$ cat src/rtl/register_file_param.sv
`timescale 1ns/1ps
// -----------------------------------------------------------------------------
// register_file_param
//
// Parameterised general-purpose register file with two registered read ports,
// one sized write port and a banked stack pointer at the top address.
// After reset an INIT sequence clears one location per cycle (indices
// 0..NUM_REGS-2, then USP, then SSP) before the file accepts writes.
//
// Build option:
//   REGFILE_BYPASS_EN  defined   -> write-first: a read that hits a same-cycle
//                                   accepted write returns the merged write value
//                      undefined -> read-first: that read returns the old value
//
// State table:
//   state   | meaning
//   --------+-----------------------------------------------------------
//   ST_INIT | clearing storage; reads return 0, writes rejected (wr_err)
//   ST_RUN  | normal operation; init_done high
//
// Ports:
//   clock      in   rising-edge clock
//   reset_n    in   asynchronous active-low reset
//   init_done  out  high once the clear sequence has completed
//   rd_a_addr  in   read port A address
//   rd_a_data  out  read port A data (registered, 1-cycle latency)
//   rd_b_addr  in   read port B address
//   rd_b_data  out  read port B data (registered, 1-cycle latency)
//   wr_en      in   write strobe
//   wr_addr    in   write address
//   wr_size    in   3'b001 byte [7:0], 3'b010 word [15:0], 3'b100 long
//   wr_data    in   write data
//   sp_sel     in   top address maps to USP (0) or SSP (1)
//   usp        out  current user stack pointer (registered)
//   wr_err     out  one-cycle pulse for a rejected write
//
// Parameters: DATA_W multiple of 16 (>=16), NUM_REGS power of two (>=4),
// ADDR_W = log2(NUM_REGS).
// -----------------------------------------------------------------------------
module register_file_param #(
  parameter int DATA_W   = 32,
  parameter int NUM_REGS = 16,
  parameter int ADDR_W   = 4
) (
  input  logic              clock,
  input  logic              reset_n,
  output logic              init_done,
  input  logic [ADDR_W-1:0] rd_a_addr,
  output logic [DATA_W-1:0] rd_a_data,
  input  logic [ADDR_W-1:0] rd_b_addr,
  output logic [DATA_W-1:0] rd_b_data,
  input  logic              wr_en,
  input  logic [ADDR_W-1:0] wr_addr,
  input  logic [2:0]        wr_size,
  input  logic [DATA_W-1:0] wr_data,
  input  logic              sp_sel,
  output logic [DATA_W-1:0] usp,
  output logic              wr_err
);

  typedef enum logic {
    ST_INIT = 1'b0,
    ST_RUN  = 1'b1
  } state_e;

  localparam int                CNT_W   = ADDR_W + 1;
  localparam logic [CNT_W-1:0]  CNT_USP = CNT_W'(NUM_REGS - 1);
  localparam logic [CNT_W-1:0]  CNT_SSP = CNT_W'(NUM_REGS);
  localparam logic [ADDR_W-1:0] SP_ADDR = ADDR_W'(NUM_REGS - 1);

  state_e            state_q, state_d;
  logic [CNT_W-1:0]  cnt_q, cnt_d;
  logic              init_done_q, init_done_d;
  logic              wr_err_q, wr_err_d;
  logic [DATA_W-1:0] rd_a_q, rd_a_d;
  logic [DATA_W-1:0] rd_b_q, rd_b_d;
  logic [DATA_W-1:0] usp_q, usp_d;
  logic [DATA_W-1:0] ssp_q, ssp_d;

  // General-purpose storage; the top address lives in usp_q/ssp_q instead.
  logic [DATA_W-1:0] regs_q [0:NUM_REGS-2];

  logic              size_ok;
  logic              wr_accept;
  logic              wr_is_sp;
  logic [DATA_W-1:0] wr_old;
  logic [DATA_W-1:0] wr_merged;
  logic [DATA_W-1:0] rd_a_raw, rd_b_raw;
  logic [DATA_W-1:0] rd_a_val, rd_b_val;

  assign size_ok   = (wr_size == 3'b001) || (wr_size == 3'b010) || (wr_size == 3'b100);
  assign wr_accept = wr_en && size_ok && (state_q == ST_RUN);
  assign wr_is_sp  = (wr_addr == SP_ADDR);

  always_comb begin
    wr_old = '0;
    if (wr_is_sp) begin
      wr_old = sp_sel ? ssp_q : usp_q;
    end else begin
      wr_old = regs_q[wr_addr];
    end
  end

  // Partial writes merge into the current contents of the addressed location.
  always_comb begin
    wr_merged = wr_old;
    if (wr_size[0]) begin
      wr_merged[7:0] = wr_data[7:0];
    end else if (wr_size[1]) begin
      wr_merged[15:0] = wr_data[15:0];
    end else if (wr_size[2]) begin
      wr_merged = wr_data;
    end
  end

  always_comb begin
    rd_a_raw = '0;
    if (rd_a_addr == SP_ADDR) begin
      rd_a_raw = sp_sel ? ssp_q : usp_q;
    end else begin
      rd_a_raw = regs_q[rd_a_addr];
    end
  end

  always_comb begin
    rd_b_raw = '0;
    if (rd_b_addr == SP_ADDR) begin
      rd_b_raw = sp_sel ? ssp_q : usp_q;
    end else begin
      rd_b_raw = regs_q[rd_b_addr];
    end
  end

`ifdef REGFILE_BYPASS_EN
  // sp_sel is shared by reads and the write, so an address match at the top
  // address already implies the same USP/SSP bank.
  assign rd_a_val = (wr_accept && (rd_a_addr == wr_addr)) ? wr_merged : rd_a_raw;
  assign rd_b_val = (wr_accept && (rd_b_addr == wr_addr)) ? wr_merged : rd_b_raw;
`else
  assign rd_a_val = rd_a_raw;
  assign rd_b_val = rd_b_raw;
`endif

  always_comb begin
    state_d     = state_q;
    cnt_d       = cnt_q;
    init_done_d = init_done_q;
    rd_a_d      = '0;
    rd_b_d      = '0;
    usp_d       = usp_q;
    ssp_d       = ssp_q;
    wr_err_d    = wr_en && !wr_accept;

    case (state_q)
      ST_INIT: begin
        init_done_d = 1'b0;
        cnt_d       = cnt_q + CNT_W'(1);
        if (cnt_q == CNT_USP) begin
          usp_d = '0;
        end
        if (cnt_q == CNT_SSP) begin
          ssp_d       = '0;
          cnt_d       = '0;
          state_d     = ST_RUN;
          init_done_d = 1'b1;
        end
      end
      ST_RUN: begin
        init_done_d = 1'b1;
        rd_a_d      = rd_a_val;
        rd_b_d      = rd_b_val;
        if (wr_accept && wr_is_sp) begin
          if (sp_sel) begin
            ssp_d = wr_merged;
          end else begin
            usp_d = wr_merged;
          end
        end
      end
      default: begin
        state_d = ST_INIT;
        cnt_d   = '0;
      end
    endcase
  end

  always_ff @(posedge clock or negedge reset_n) begin
    if (!reset_n) begin
      state_q     <= ST_INIT;
      cnt_q       <= '0;
      init_done_q <= 1'b0;
      wr_err_q    <= 1'b0;
      rd_a_q      <= '0;
      rd_b_q      <= '0;
      usp_q       <= '0;
      ssp_q       <= '0;
    end else begin
      state_q     <= state_d;
      cnt_q       <= cnt_d;
      init_done_q <= init_done_d;
      wr_err_q    <= wr_err_d;
      rd_a_q      <= rd_a_d;
      rd_b_q      <= rd_b_d;
      usp_q       <= usp_d;
      ssp_q       <= ssp_d;
    end
  end

  // Storage array carries no reset; INIT clears it after every reset.
  always_ff @(posedge clock) begin
    if (state_q == ST_INIT) begin
      if (cnt_q < CNT_USP) begin
        regs_q[cnt_q[ADDR_W-1:0]] <= '0;
      end
    end else if (wr_accept && !wr_is_sp) begin
      regs_q[wr_addr] <= wr_merged;
    end
  end

  assign init_done = init_done_q;
  assign rd_a_data = rd_a_q;
  assign rd_b_data = rd_b_q;
  assign usp       = usp_q;
  assign wr_err    = wr_err_q;

endmodule
$ cat config.mk
export PLATFORM = sky130hd
export DESIGN_NAME = register_file_param
export DESIGN_NICKNAME = d
export VERILOG_FILES = /design/src/rtl/register_file_param.sv
export SDC_FILE = /design/constraint.sdc
export NUM_CORES = 1
export LEC_CHECK = 0
export BUFFER_PORTS_ARGS = -buffer_cell sky130_fd_sc_hd__buf_2
export CAP_MARGIN = 20
export CORE_ASPECT_RATIO = 2
export CORE_MARGIN = 10
export CORE_UTILIZATION = 45
export CTS_CLUSTER_DIAMETER = 30
export DETAILED_ROUTE_END_ITERATION = 6
export PLACE_DENSITY = 0.65
export SLEW_MARGIN = 20
export SYNTH_ARGS = -nofsm -noshare
export SYNTH_HDL_FRONTEND = slang
export SYNTH_SLANG_ARGS = --single-unit
$ cat constraint.sdc
create_clock -name clock -period 3.3 [get_ports clock]
set_input_delay 0.33 -clock clock [delete_from_list [all_inputs] [get_ports clock]]
set_output_delay 0.33 -clock clock [all_outputs]
set_load 0.01 [all_outputs]
[Word level (Yosys, flattened, before mapping)]
Memory sizes are Yosys's and may differ from the RTL's.
Cells that the tools add are included.
Cells by class
  shift-type cells: 0
  add/subtract/negate cells: 1
  equal/unequal tests: 13
  bitwise operators: 1
  reduce and logical (&&, ||, !) cells: 12
  divide/modulo/power cells: 0
  magnitude comparators: 1
  mux-type cells: 32
  $mul: 0
Operator list (number)
  $mux 32: 14
  $pmux 32 s2: 2
  $mux 16: 2
  $reduce_or 32->1: 1
  $mux 24: 1
  $eq 4x4->1 const B: 3
  $mux 1: 9
  $mux 8: 1
  $ne 2x2->1 const B: 4
  $reduce_and 3->1: 2
  $add 5x1->5 const B: 1
  $eq 5x4->1 const B: 1
  $eq 5x5->1 const B: 1
  $logic_and 1x1->1: 5
  $lt 5x4->1 const B: 1
  $mux 5: 1
  $mux 4: 1
  $eq 3x1->1 const B: 1
  $eq 3x2->1 const B: 1
  $eq 3x3->1 const B: 1
  $logic_not 1->1: 2
  $logic_or 1x1->1: 2
  $ne 2x1->1 const B: 1
  $pmux 1 s2: 1
  $not 1->1: 1
Word-level totals
  memory bits (writable): 480
  bits in read-only memories: 0
  output and inout bits: 98
  logic and storage cells: 69
  memories: 1
  bits in registers: 136
  bits in latches: 0
Memories
  regs_q: depth 15, width 32, rd ports 3, clocked after memory_dff 0, write ports 1, line 81  | logic [DATA_W-1:0] regs_q [0:NUM_REGS-2];

[Logic depth before layout (Yosys ltp)]
  word-level depth: 11
  gate-level depth with buffers: 9
  depth with buffers taken out: 6

[Worst setup path before layout]
Ideal clock, no wire load.
  path type: input port to flip-flop
  start point: input wr_size[2]
  end point: memory regs_q[6][0], enable pin
  cell stages on the path: 6
  slack: 0.169 ns
  arrival time: 2.709 ns
  library setup time: 0.421 ns
  cells stage by stage: buf_4 xor2_2 o2111ai_1 buf_2 a31oi_1 nor2_1
On the way
  longest elaborated chain between the ends: 11
RTL lines
  from (decl): line 54  | input logic [2:0] wr_size,
  $eq 3x1->1 or $eq 3x2->1 (tied branches): line 91  | assign size_ok = (wr_size == 3'b001) || (wr_size == 3'b010) || (wr_size == 3'b100);
  $logic_or 1x1->1: line 91
  $logic_or 1x1->1 (*): line 91
  $logic_and 1x1->1 (*) (2 in a row): line 92  | assign wr_accept = wr_en && size_ok && (state_q == ST_RUN);
  $logic_and 1x1->1 (*): line 215  | end else if (wr_accept && !wr_is_sp) begin
  $mux 1 (*): line 215
  $mux 1 (*): line 211  | if (state_q == ST_INIT) begin
  $mux 1 (implied by the code) (*): line 216  | regs_q[wr_addr] <= wr_merged;
  $reduce_or 32->1 (no line)
  $mux 4 (no line) or $mux 1 (tied branches)
  to (decl): line 81
Every way passes the cells marked *; elsewhere a longest branch is shown, timed or not.

==> out/results.ini <==
[placement]
dp_slack_ns = 0.172
gp_congestion = 0.946
numPortBuffers = 148
hpwlAfterDp_um = 78600
dpl-instance-area_mm2 = 0.0345

[timing]
min_period_ns = 2.71
worst_pin_slew_ns = 1.13
tns_ns = 0
fin_crit_sh = 0.822
relSlewSlack = 0.244
setup_viol = 0
rsz0062_at_grt = no
slew_violations = 0
fin_ws_ns = 0.586
max_freq_ghz = 0.369
skew_ns = 0.0186
hold_viol = 0

[floorplanning]
core_mm2 = 0.0708
start_util = 0.455
die_h_um = 398
rows = 138
ios = 149
die_w_um = 209
die-area_mm2 = 0.0833

[detailed_routing]
drtAntennaViolNets = 0
drtPass1Iterations = 7
via_per_inst = 6.97
num_vias = 24000
routed_wirelength_um = 121000
drc = 0
drt-wirelength-per-cell_um = 35.2
first_iter_violations = 2938

[setup_path]
cp.arrival_ns = 3.09
critPathLaunchType = flip-flop
r2r_slack_ns = 0.59
startpoint = init_done$_DFF_PN0_
ff2ff_path_depth = 5
r2r-end = regs_q[4][12]$_DFFE_PP_
r2r_start = init_done$_DFF_PN0_
cp_max_fo = 15
crit_end = regs_q[4][12]$_DFFE_PP_
crit_required_ns = 3.68
worstSetupEndpointType = flip-flop
crit_type = reg2reg

[global_routing]
grt_pass1_vias = 24300
grt_pass1_wl_um = 172000
overflow = 0
grt.total_usage = 0.285
grt_max_degree = 54
antenna_found_initial = 3

[yosys]
ys_ff_latch = 615
synth_edf_count = 480
async_flop_share = 0.220
ys_warn_count = 0
ys_dominant_reg_cell = edfxtp_1
synth_cell_types = 75
ys_seq_area_frac = 0.553
syn_area_mm2 = 0.0322
synthCells = 2281
syn_area_per_cell_um2 = 14.1
syn_nets = 2335

[pwr]
finalPower_mw = 19.4
p_leak_nw = 14.0
ir_worst_vdd_mv = 0.388
pwr_density_cell_mw_per_mm2 = 524

[run]
cap_violations = 0

[final_layout]
mostFrequentLayoutCells = 480 x edfxtp_1, 323 x mux2i_1, 181 x mux4_2
areaGrowthSynthToFinish_pct = 15.2
drive_above_1_share = 0.283
fin_area_mm2 = 0.0371
fin_nets = 2518
mostFrequentLayoutCell = edfxtp_1

[clocking]
cts_max_level = 3
cts_buffer_depth = 3
clk_pin_slew_worst_paths_ns = 0.06
clock-root-buffer = clkbuf_16
cts_buffers = 73
clock-sinks = 615
insertion_delay_ns = 0.64
cts_tree = built

[status]
outcome = finished, final reports clean

[worst_hold_path]
hp-class = in2reg

==> where the power goes <==
group	total, mW	switching (mW)	internal, mW
clock	8.31	3.63	4.68
sequential	8.77	0.145	8.62
combinational	2.35	1.48	0.869
==> flip-flops by register name, indices dropped and copies added (netlist names) <==
| name | cells |
|---|---|
| regs_q | 480 |
| rd_a_data | 32 |
| rd_b_data | 32 |
| ssp_q | 32 |
| usp | 32 |
| cnt_q | 5 |
| init_done | 1 |
| wr_err | 1 |
==> synthesized netlist by cell type (4+ instances only) <==
library cell  instances  area share
a22o_1               16      0.0044
o21ai_0             170       0.026
nand2b_1              5     0.00097
nand3_1              56      0.0087
a31oi_1              21      0.0041
nand2_1             137       0.016
buf_6                25      0.0087
a2111o_1             13      0.0045
buf_4                24      0.0056
clkbuf_1             83      0.0097
edfxtp_1            480        0.45
nor2_1               85      0.0099
o22ai_1              25      0.0049
buf_8                 4      0.0019
a21oi_1              39      0.0061
dfrtp_1             135        0.10
and2_1                7      0.0014
o22a_1               23      0.0063
nor4_1               14      0.0027
or2_1                 4     0.00078
a221oi_1             33      0.0090
nor2b_1              23      0.0045
mux2_2               52       0.018
o221ai_1             19      0.0052
nor3_2                6      0.0019
a22oi_1              30      0.0070
a211oi_1             22      0.0051
buf_2                51      0.0079
nor3_1               23      0.0036
a21o_1                4     0.00093
and3_1                8      0.0016
o21ai_1              45      0.0070
inv_1                 7     0.00082
o2bb2ai_1             8      0.0022
o211ai_1             13      0.0030
buf_1                11      0.0013
nor3b_1               4     0.00093
mux2i_1             323        0.10
mux4_2              181        0.13
==> critical path: stages, from the launching register on <==
cell	delay, ns
dfrtp_1	0.40
and2_1	0.25
o2111ai_4	0.37
a31oi_1	0.86
nor2_4	0.26
buf_4	0.30
==> worst min-delay path by stage <==
stage                     slack (ns)  cells after the start  startpoint                     end
after floorplan                 0.03                      0     reset_n    cnt_q[0]$_DFFE_PN0N_
after global placement          0.34                      1     reset_n  rd_b_data[6]$_DFF_PN0_
after detailed placement        0.35                      1     reset_n  rd_b_data[6]$_DFF_PN0_
after CTS                       0.02                      3  wr_data[4]    ssp_q[4]$_DFFE_PN0P_
after global routing            0.05                      3  wr_data[4]    ssp_q[4]$_DFFE_PN0P_
final                           0.04                      3  wr_data[4]    ssp_q[4]$_DFFE_PN0P_
==> timing repair <==
| action | in CTS | in global routing |
|---|---|---|
| hold buffers | 2 | 0 |
| endpoints found under the hold margin | 52 | 0 |
| buffers inserted | 0 | 0 |
| resized for setup | 0 | 0 |
==> area by class of cell <==
type	count	area, um2
diodes	1	2.50
clock buffers	85	2020
clock inverters	51	514
fillers	5869	33700
inverters	7	26.3
multi-input cells	1458	13400
flip-flops and latches	615	17800
well taps	910	1140
repair buffers	309	2220
==> metal layers <==
| layer | wire (um) | GRT usage |
|---|---|---|
| met3 | 12000 | 0.0574 |
| met4 | 8650 | 0.188 |
| met1 | 41700 | 0.329 |
| met2 | 58600 | 0.474 |
| met5 | 12 | 0 |
==> per-stage QoR <==
step	util	cells	hold slack, ns
3_3_place_gp	0.487	3296	0.345
5_1_grt	0.524	3436	0.0544
2_1_floorplan	-	2281	0.0344
3_5_place_dp	0.487	3296	0.350
6_report	0.524	3436	0.0398
4_1_cts	0.523	3434	0.0201
==> logic make-up after synthesis <==
group / after synthesis / synth area share
buffers and inverters: 208 / 0.0369
xor gates and xnor gates: 2 / 0.000778
muxes: 556 / 0.245
AOI/OAI and AO/OA: 506 / 0.106
adders and majority gates: 3 / 0.00117
and+or+nand+nor: 391 / 0.0572
DFF: 615 / 0.553
Power figures use the tool's default switching activity.
